$ cat src/rtl/rst_seq.sv
// rst_seq: async-assert / sync-release reset sequencer that releases channels in index order.
// Optional macro RST_SEQ_READY_EN gates each release on the previous channel's i_ch_rdy.
module rst_seq #(
    parameter int G_NUM_CH      = 4,
    parameter int G_SYNC_STAGES = 2,
    parameter int G_MIN_ASSERT  = 16,
    parameter int G_REL_GAP     = 8
) (
    input  logic                clk,
    input  logic                i_rst_n,
    input  logic                i_sw_rst,
`ifdef RST_SEQ_READY_EN
    input  logic [G_NUM_CH-1:0] i_ch_rdy,
`endif
    output logic [G_NUM_CH-1:0] o_rst_n,
    output logic                o_done
);
    localparam int CMAX = (G_MIN_ASSERT > G_REL_GAP) ? G_MIN_ASSERT : G_REL_GAP;
    localparam int CW   = $clog2(CMAX + 1);
    localparam int IW   = (G_NUM_CH > 1) ? $clog2(G_NUM_CH) : 1;

    if (G_NUM_CH < 1 || G_SYNC_STAGES < 2 || G_MIN_ASSERT < 1 || G_REL_GAP < 1) begin : g_bad_param
        $error("rst_seq: illegal parameter set");
    end

    typedef enum logic [1:0] {ST_RST, ST_HOLD, ST_REL, ST_DONE} state_t;

    state_t                state_q, state_d;
    logic [G_SYNC_STAGES-1:0] sync_q, sync_d;
    logic [CW-1:0]         cnt_q, cnt_d, hold_cnt;
    logic [IW-1:0]         idx_q, idx_d;
    logic [G_NUM_CH-1:0]   rst_q, rst_d;
    logic                  done_q, done_d;
    logic                  srst_n, gap_ok, rdy_ok;

    assign sync_d = {sync_q[G_SYNC_STAGES-2:0], 1'b1};
    assign srst_n = sync_q[G_SYNC_STAGES-1];
    // The RST->HOLD edge is the first counted hold edge, so HOLD starts from zero there.
    assign hold_cnt = (state_q == ST_HOLD) ? cnt_q : '0;
    assign gap_ok   = cnt_q >= CW'(G_REL_GAP - 1);
`ifdef RST_SEQ_READY_EN
    assign rdy_ok = i_ch_rdy[idx_q - IW'(1)];
`else
    assign rdy_ok = 1'b1;
`endif

    always_comb begin
        state_d = state_q;
        cnt_d   = cnt_q;
        idx_d   = idx_q;
        rst_d   = rst_q;
        done_d  = done_q;
        if (state_q != ST_RST && i_sw_rst) begin
            state_d = ST_HOLD;
            cnt_d   = '0;
            idx_d   = '0;
            rst_d   = '0;
            done_d  = 1'b0;
        end else begin
            case (state_q)
                ST_RST, ST_HOLD: begin
                    if (state_q == ST_HOLD || srst_n) begin
                        if (hold_cnt >= CW'(G_MIN_ASSERT - 1)) begin
                            rst_d[0] = 1'b1;
                            cnt_d    = '0;
                            idx_d    = IW'(1);
                            state_d  = (G_NUM_CH == 1) ? ST_DONE : ST_REL;
                            done_d   = (G_NUM_CH == 1);
                        end else begin
                            state_d = ST_HOLD;
                            cnt_d   = hold_cnt + CW'(1);
                        end
                    end
                end
                ST_REL: begin
                    if (gap_ok && rdy_ok) begin
                        rst_d = rst_q | (G_NUM_CH'(1) << idx_q);
                        cnt_d = '0;
                        if (idx_q == IW'(G_NUM_CH - 1)) begin
                            state_d = ST_DONE;
                            done_d  = 1'b1;
                        end else begin
                            idx_d = idx_q + IW'(1);
                        end
                    end else begin
                        // Saturate at the gap length while waiting for ready.
                        cnt_d = gap_ok ? CW'(G_REL_GAP) : cnt_q + CW'(1);
                    end
                end
                default: begin
                    rst_d  = '1;
                    done_d = 1'b1;
                end
            endcase
        end
    end

    always_ff @(posedge clk or negedge i_rst_n) begin
        if (!i_rst_n) begin
            sync_q  <= '0;
            state_q <= ST_RST;
            cnt_q   <= '0;
            idx_q   <= '0;
            rst_q   <= '0;
            done_q  <= 1'b0;
        end else begin
            sync_q  <= sync_d;
            state_q <= state_d;
            cnt_q   <= cnt_d;
            idx_q   <= idx_d;
            rst_q   <= rst_d;
            done_q  <= done_d;
        end
    end

    assign o_rst_n = rst_q;
    assign o_done  = done_q;
endmodule

$ cat config.mk
export PLATFORM = sky130hd
export DESIGN_NAME = rst_seq
export DESIGN_NICKNAME = d
export VERILOG_FILES = /design/src/rtl/rst_seq.sv
export SDC_FILE = /design/constraint.sdc
export NUM_CORES = 1
export LEC_CHECK = 0
export ABC_AREA = 1
export BUFFER_PORTS_ARGS = -buffer_cell sky130_fd_sc_hd__buf_4
export CORE_ASPECT_RATIO = 0.7
export CORE_UTILIZATION = 50
export CTS_BUF_LIST = sky130_fd_sc_hd__clkbuf_2 sky130_fd_sc_hd__clkbuf_4 sky130_fd_sc_hd__clkbuf_8
export DETAILED_ROUTE_END_ITERATION = 16
export HOLD_SLACK_MARGIN = 0.05
export PLACE_DENSITY_LB_ADDON = 0.2
export SETUP_SLACK_MARGIN = 0.05
export SLEW_MARGIN = 40
export SYNTH_ARGS = -nofsm -noshare
export SYNTH_HDL_FRONTEND = slang
export SYNTH_SLANG_ARGS = --single-unit
$ cat constraint.sdc
create_clock -name clk -period 2.1 [get_ports clk]
set_clock_uncertainty 0.05 [all_clocks]
set_input_delay 0.21 -clock clk [delete_from_list [all_inputs] [get_ports clk]]
set_output_delay 0.21 -clock clk [all_outputs]
set_load 0.005 [all_outputs]
# ---- Word level (Yosys, flattened, before mapping)
# Cells that the tools add are included.
dict set report word_totals {
  register_bits 16
  input_bits 3
}
dict set report classes {
  n_addsub 3
  n_lt_le_gt_ge 2
  n_eq_ne 9
  shifts 1
  n_mux 30
  bitwise 1
  n_reduce_logical 12
}
# op n
set op_table {}
lappend op_table {{2-to-1 mux 5 bit} 5}
lappend op_table {{2-to-1 mux 2 bit} 10}
lappend op_table {{!= test 3 bit, second input constant} 5}
lappend op_table {{adder 5 x 1 -> 5 bit, second input constant} 2}
lappend op_table {{case mux 5 bit (2 select lines)} 1}
lappend op_table {{2-to-1 mux 4 bit} 2}
lappend op_table {{case mux 2 bit (2 select lines)} 2}
lappend op_table {{AND reduction 4 bit} 2}
lappend op_table {{2-to-1 mux 1 bit} 7}
lappend op_table {{case mux 3 bit (2 select lines)} 1}
lappend op_table {{greater-or-equal comparator 5 x 3 -> 1 bit, second input constant} 1}
lappend op_table {{greater-or-equal comparator 5 x 4 -> 1 bit, second input constant} 1}
lappend op_table {{AND reduction 5 bit} 1}
lappend op_table {{equality test 2 bit, second input constant} 2}
lappend op_table {{bitwise OR 4 bit} 1}
lappend op_table {{case mux 1 bit (2 select lines)} 2}
lappend op_table {{AND reduction 2 bit} 2}
lappend op_table {{left shift 1 x 2 -> 4 bit, first input constant} 1}
lappend op_table {{AND reduction 3 bit} 1}
lappend op_table {{nonzero test 3 bit} 1}
lappend op_table {{adder 2 x 1 -> 2 bit, second input constant} 1}
lappend op_table {{equality test 2 x 1 -> 1 bit, second input constant} 1}
lappend op_table {{zero test 2 bit} 1}
lappend op_table {{!= test 2 bit, second input constant} 1}
lappend op_table {{other kinds (4)} 4}

# ---- Depth between registers and ports, before layout
dict set report depth {
  ltp_word 7
  ltp_mapped 14
  ltp_nobuf 14
}

# ---- Worst setup path after synthesis
# OpenSTA, ideal clock, no wires.
dict set report synth_timing {
  path_kind {register -> register}
  from {register state_q[1]}
  to {register done_q, in the netlist o_done}
  setup_ns 0.121
  t_arrival_ns 1.749
  t_required_ns 1.929
  path_slack_ns 0.179
  path_stages_with_launch 15
  path_cell_list {dfrtp_1 inv_2 nand2_2 nor2_1 ha_1 inv_1 nor3_1 ha_1 inv_1 nand2_2 inv_1 nand3_2 nand2_1 o21bai_1 nand2_1}
}
dict set report synth_via {
  elab_chain_cells 5
  word_cells_on_any_way 16
  classes_between {order compare (1); eq/ne (6); mux (3); reduce/logical (6)}
}
# item line_no
set synth_rtl {}
lappend synth_rtl {{start: declaration} 28} ;# state_t state_q, state_d;
lappend synth_rtl {{start signal: assignment} 108} ;# state_q <= state_d;
lappend synth_rtl {{equality test 2 x 1 -> 1 bit} {39, 60, 62}}
lappend synth_rtl {{2-to-1 mux 5 bit} 39} ;# assign hold_cnt = (state_q == ST_HOLD) ? cnt_q : '0;
lappend synth_rtl {{greater-or-equal comparator 5 x 4 -> 1 bit} 63} ;# if (hold_cnt >= CW'(G_MIN_ASSERT - 1)) begin
lappend synth_rtl {{!= test 3 bit (no source line)} -}
lappend synth_rtl {{AND reduction 4 bit (no source line)} -}
lappend synth_rtl {{end signal: assignment} 112} ;# done_q <= done_d;
lappend synth_rtl {{end: declaration} 33} ;# logic done_q, done_d;
# Parallel ways exist; a longest one is shown, timed or not.
# A chain may end at the register's enable or synchronous reset.

# ---- Final worst setup path
# Ends and elaborated chain as after synthesis.

==> reports/results.ini <==
[synth]
synth_top_area_share_pct=37.4
yosys.cell_count.top_type=nand2_1
synth-seq-cells=16
yosysWarningCount=0
netlist_top_cells_area=dfrtp_1 (37%), nand2_1 (12%), ha_1 (8.2%)
synth_edf_count=0
synthCells=138
yosys.cell_types.count=28
post-synth-top-area-cell=dfrtp_1
syn_area_per_cell_sq_um=7.76
ys_seq_area_share_pct=37.4
synth_nets=148
netlist_area_sq_um=1070
synth_common_cells=nand2_1 (35), dfrtp_1 (16), inv_1 (16)
async_flop_share_pct=100
synth_ff_type=dfrtp_1

[setup_path]
path_buf_inv=4
timing.rr.end=o_done$_DFFE_PN0P_
reg2reg_from=state_q[1]$_DFFE_PN0P_
critical-path-top-delay-family=simple AND/OR/NAND/NOR gates
cp-end-kind=flip-flop
critPathSlowestCell=dfrtp_2
cp_max_fo=5
cpMostUsedCell=inv_1
criticalPathCategory=reg -> reg
cp-start-kind=flip-flop
slowest_delay_ps=440
arrival_ps=2050
rrSetupSlack_ps=200
reg2reg_depth=14
cp.required_ps=2250
cp-endpoint=o_done$_DFFE_PN0P_
crit_start=state_q[1]$_DFFE_PN0P_
cp_cell_sequence=inv_2 > nand2_4 > nor2_2 > ha_2 > inv_1 > nor3_2 > ha_2 > inv_1 > nand2_2 > inv_1 > nand3_4 > nand2_1 > o21bai_1 > nand2_1
critical_path_depth=14

[routing]
drtPass1Iterations=11
drt_iter0_markers=43
vias_per_cell=5.66
wl_met2_microns=1030
wl_met1_microns=1210
wl_met3_microns=146
route.vias.total=984
drc=2
antenna_left=0
wire_per_inst_microns=13.9
routed.top_layer=met4
wl_microns=2420

[worst_hold_path]
hold_class=in -> reg
min_path_cells=4

[cts]
cts.reportedPaths.clkPinSlew_ps=100
clk_latency_ps=300
htreeDepth=1
cts-buffers-inserted=3
cts_tree=built
root_buffer=clkbuf_4
ctsLongestPathBuffers=2
clock_sinks=16

[pwr]
p_switching_mw=0.170
combPwrFrac_pct=14.3
p_int_mw=0.470
sw_frac_of_total_pct=26.6
power_frac_seq_pct=52.9
cellLeakagePower_nw=0.639
power_frac_clock_pct=32.8
p_per_area_nw_per_um2=507
peakVddDrop_uv=403

[die]
core.rowCount=13
die_x_microns=57.3
die_area_sq_um=2330
die_h_microns=40.7
core_sq_um=1940
initial_core_util_pct=55.3
ios=8

[job]
drv_cap=0

[finish]
num_antenna_cells=0
area_growth_pct=18.0
fillers=152
num-nets-final=163
drive_above_1_share_pct=27.0
final_util_pct=65.3

[timing]
setup_viol=0
rsz0062_at_grt=no
hold_viol=0
post-route-period-util_pct=90.3
max_freq_mhz=527
tns_ps=0
fin_crit_ps=1900
maxSlewViolCount=0

[placed_design]
dp_hpwl_microns=1800
io_buffers=7
place_congestion=0.931

[global_routing]
grt_usage_pct=24.3
grt_pass1_vias=882
antenna_found_initial=0
grt_overflow=0
grt_max_degree=17
grt_pass1_wl_microns=4060

[status]
violations=DRC
status=finished, violations left

## metal layers
metal	global-route usage (%)	up-vias
li1	-	481
met1	32.4	464
met2	37.4	34
met3	8.83	5
met4	8.54	0
met5	0	-
## layout by cell type, fill, tap and decap left out, types with 3 or more instances in the layout
cell type	n
nand4_1	4
nand3_2	4
o21ai_1	6
ha_1	5
a21oi_1	3
nor2_4	3
nor2_1	7
nand2_1	34
nand3_1	6
o21ai_0	3
inv_1	16
dfrtp_1	15
clkbuf_4	3
o31ai_1	4
nand2_2	5
buf_4	10
## power by group through the flow
stage,Combinational [mW],Clock (mW),Sequential [mW]
6_report,0.0914,0.210,0.339
3_5_place_dp,0.0828,0,0.345
3_3_place_gp,0.0818,0,0.344
2_1_floorplan,0.0499,0,0.343
4_1_cts,0.0848,0.213,0.339
5_1_grt,0.105,0.224,0.341
## logic make-up (layout without fill, tap and decap cells)
family / after synthesis / in the layout / synth area share [%]
other: 1 / 1 / 0.350
AND/OR/NAND/NOR: 70 / 70 / 31.3
flip-flops: 16 / 16 / 37.4
buffers and inverters: 20 / 34 / 7.59
XOR/XNOR: 1 / 1 / 0.818
adder cells (fa/ha/maj): 7 / 7 / 8.18
AO/OA/AOI/OAI: 23 / 23 / 14.4
## area by class of cell
cell class	count	area, sq um	share of cell area, %
multi-input cells	102	639	50.6
clock buffers	4	36.3	2.87
repair buffers	11	85.1	6.73
well taps	22	27.5	2.18
inverters	19	73.8	5.84
flip-flops and latches	16	402	31.8
## what timing repair did
item	in CTS	in global routing
setup endpoints to repair	1	10
gates resized for setup	2	12
hold buffers	1	0
setup buffers	0	1
gates cloned	0	0
pin swaps	0	1
endpoints found under the hold margin	16	0
## flip-flops by register name, summed over array words and instances, names as in the netlist
register and cells:
o_rst_n 4, cnt_q 5, idx_q 2, sync_q 2, state_q 2, o_done 1
## tightest hold or removal path, stage by stage
cell and delay (ps):
buf_4 120, nor2_1 60, nand3_1 80, nand2_1 50
## worst min-delay path by stage
stage / startpoint / end / slack, ps
detailed placement: i_rst_n / cnt_q[3]$_DFFE_PN0P_ / 30
floorplan: i_rst_n / cnt_q[0]$_DFFE_PN0P_ / -140
global route: i_sw_rst / o_done$_DFFE_PN0P_ / 220
CTS: i_sw_rst / o_done$_DFFE_PN0P_ / 190
finish: i_sw_rst / o_done$_DFFE_PN0P_ / 200
global placement: i_rst_n / cnt_q[3]$_DFFE_PN0P_ / 30
## stage by stage
stage	power (mW)	area, sq um	hold slack, ps	setup slack, ps	std cells
floorplan	0.392	1070	-136	179	138
global placement	0.426	1160	31.1	167	168
detailed placement	0.428	1160	34.0	57.8	168
CTS	0.637	1210	195	97.3	173
global route	0.670	1260	216	10.2	174
finish	0.640	1260	195	204	174
No activity file was read; power rests on OpenSTA's default activity.
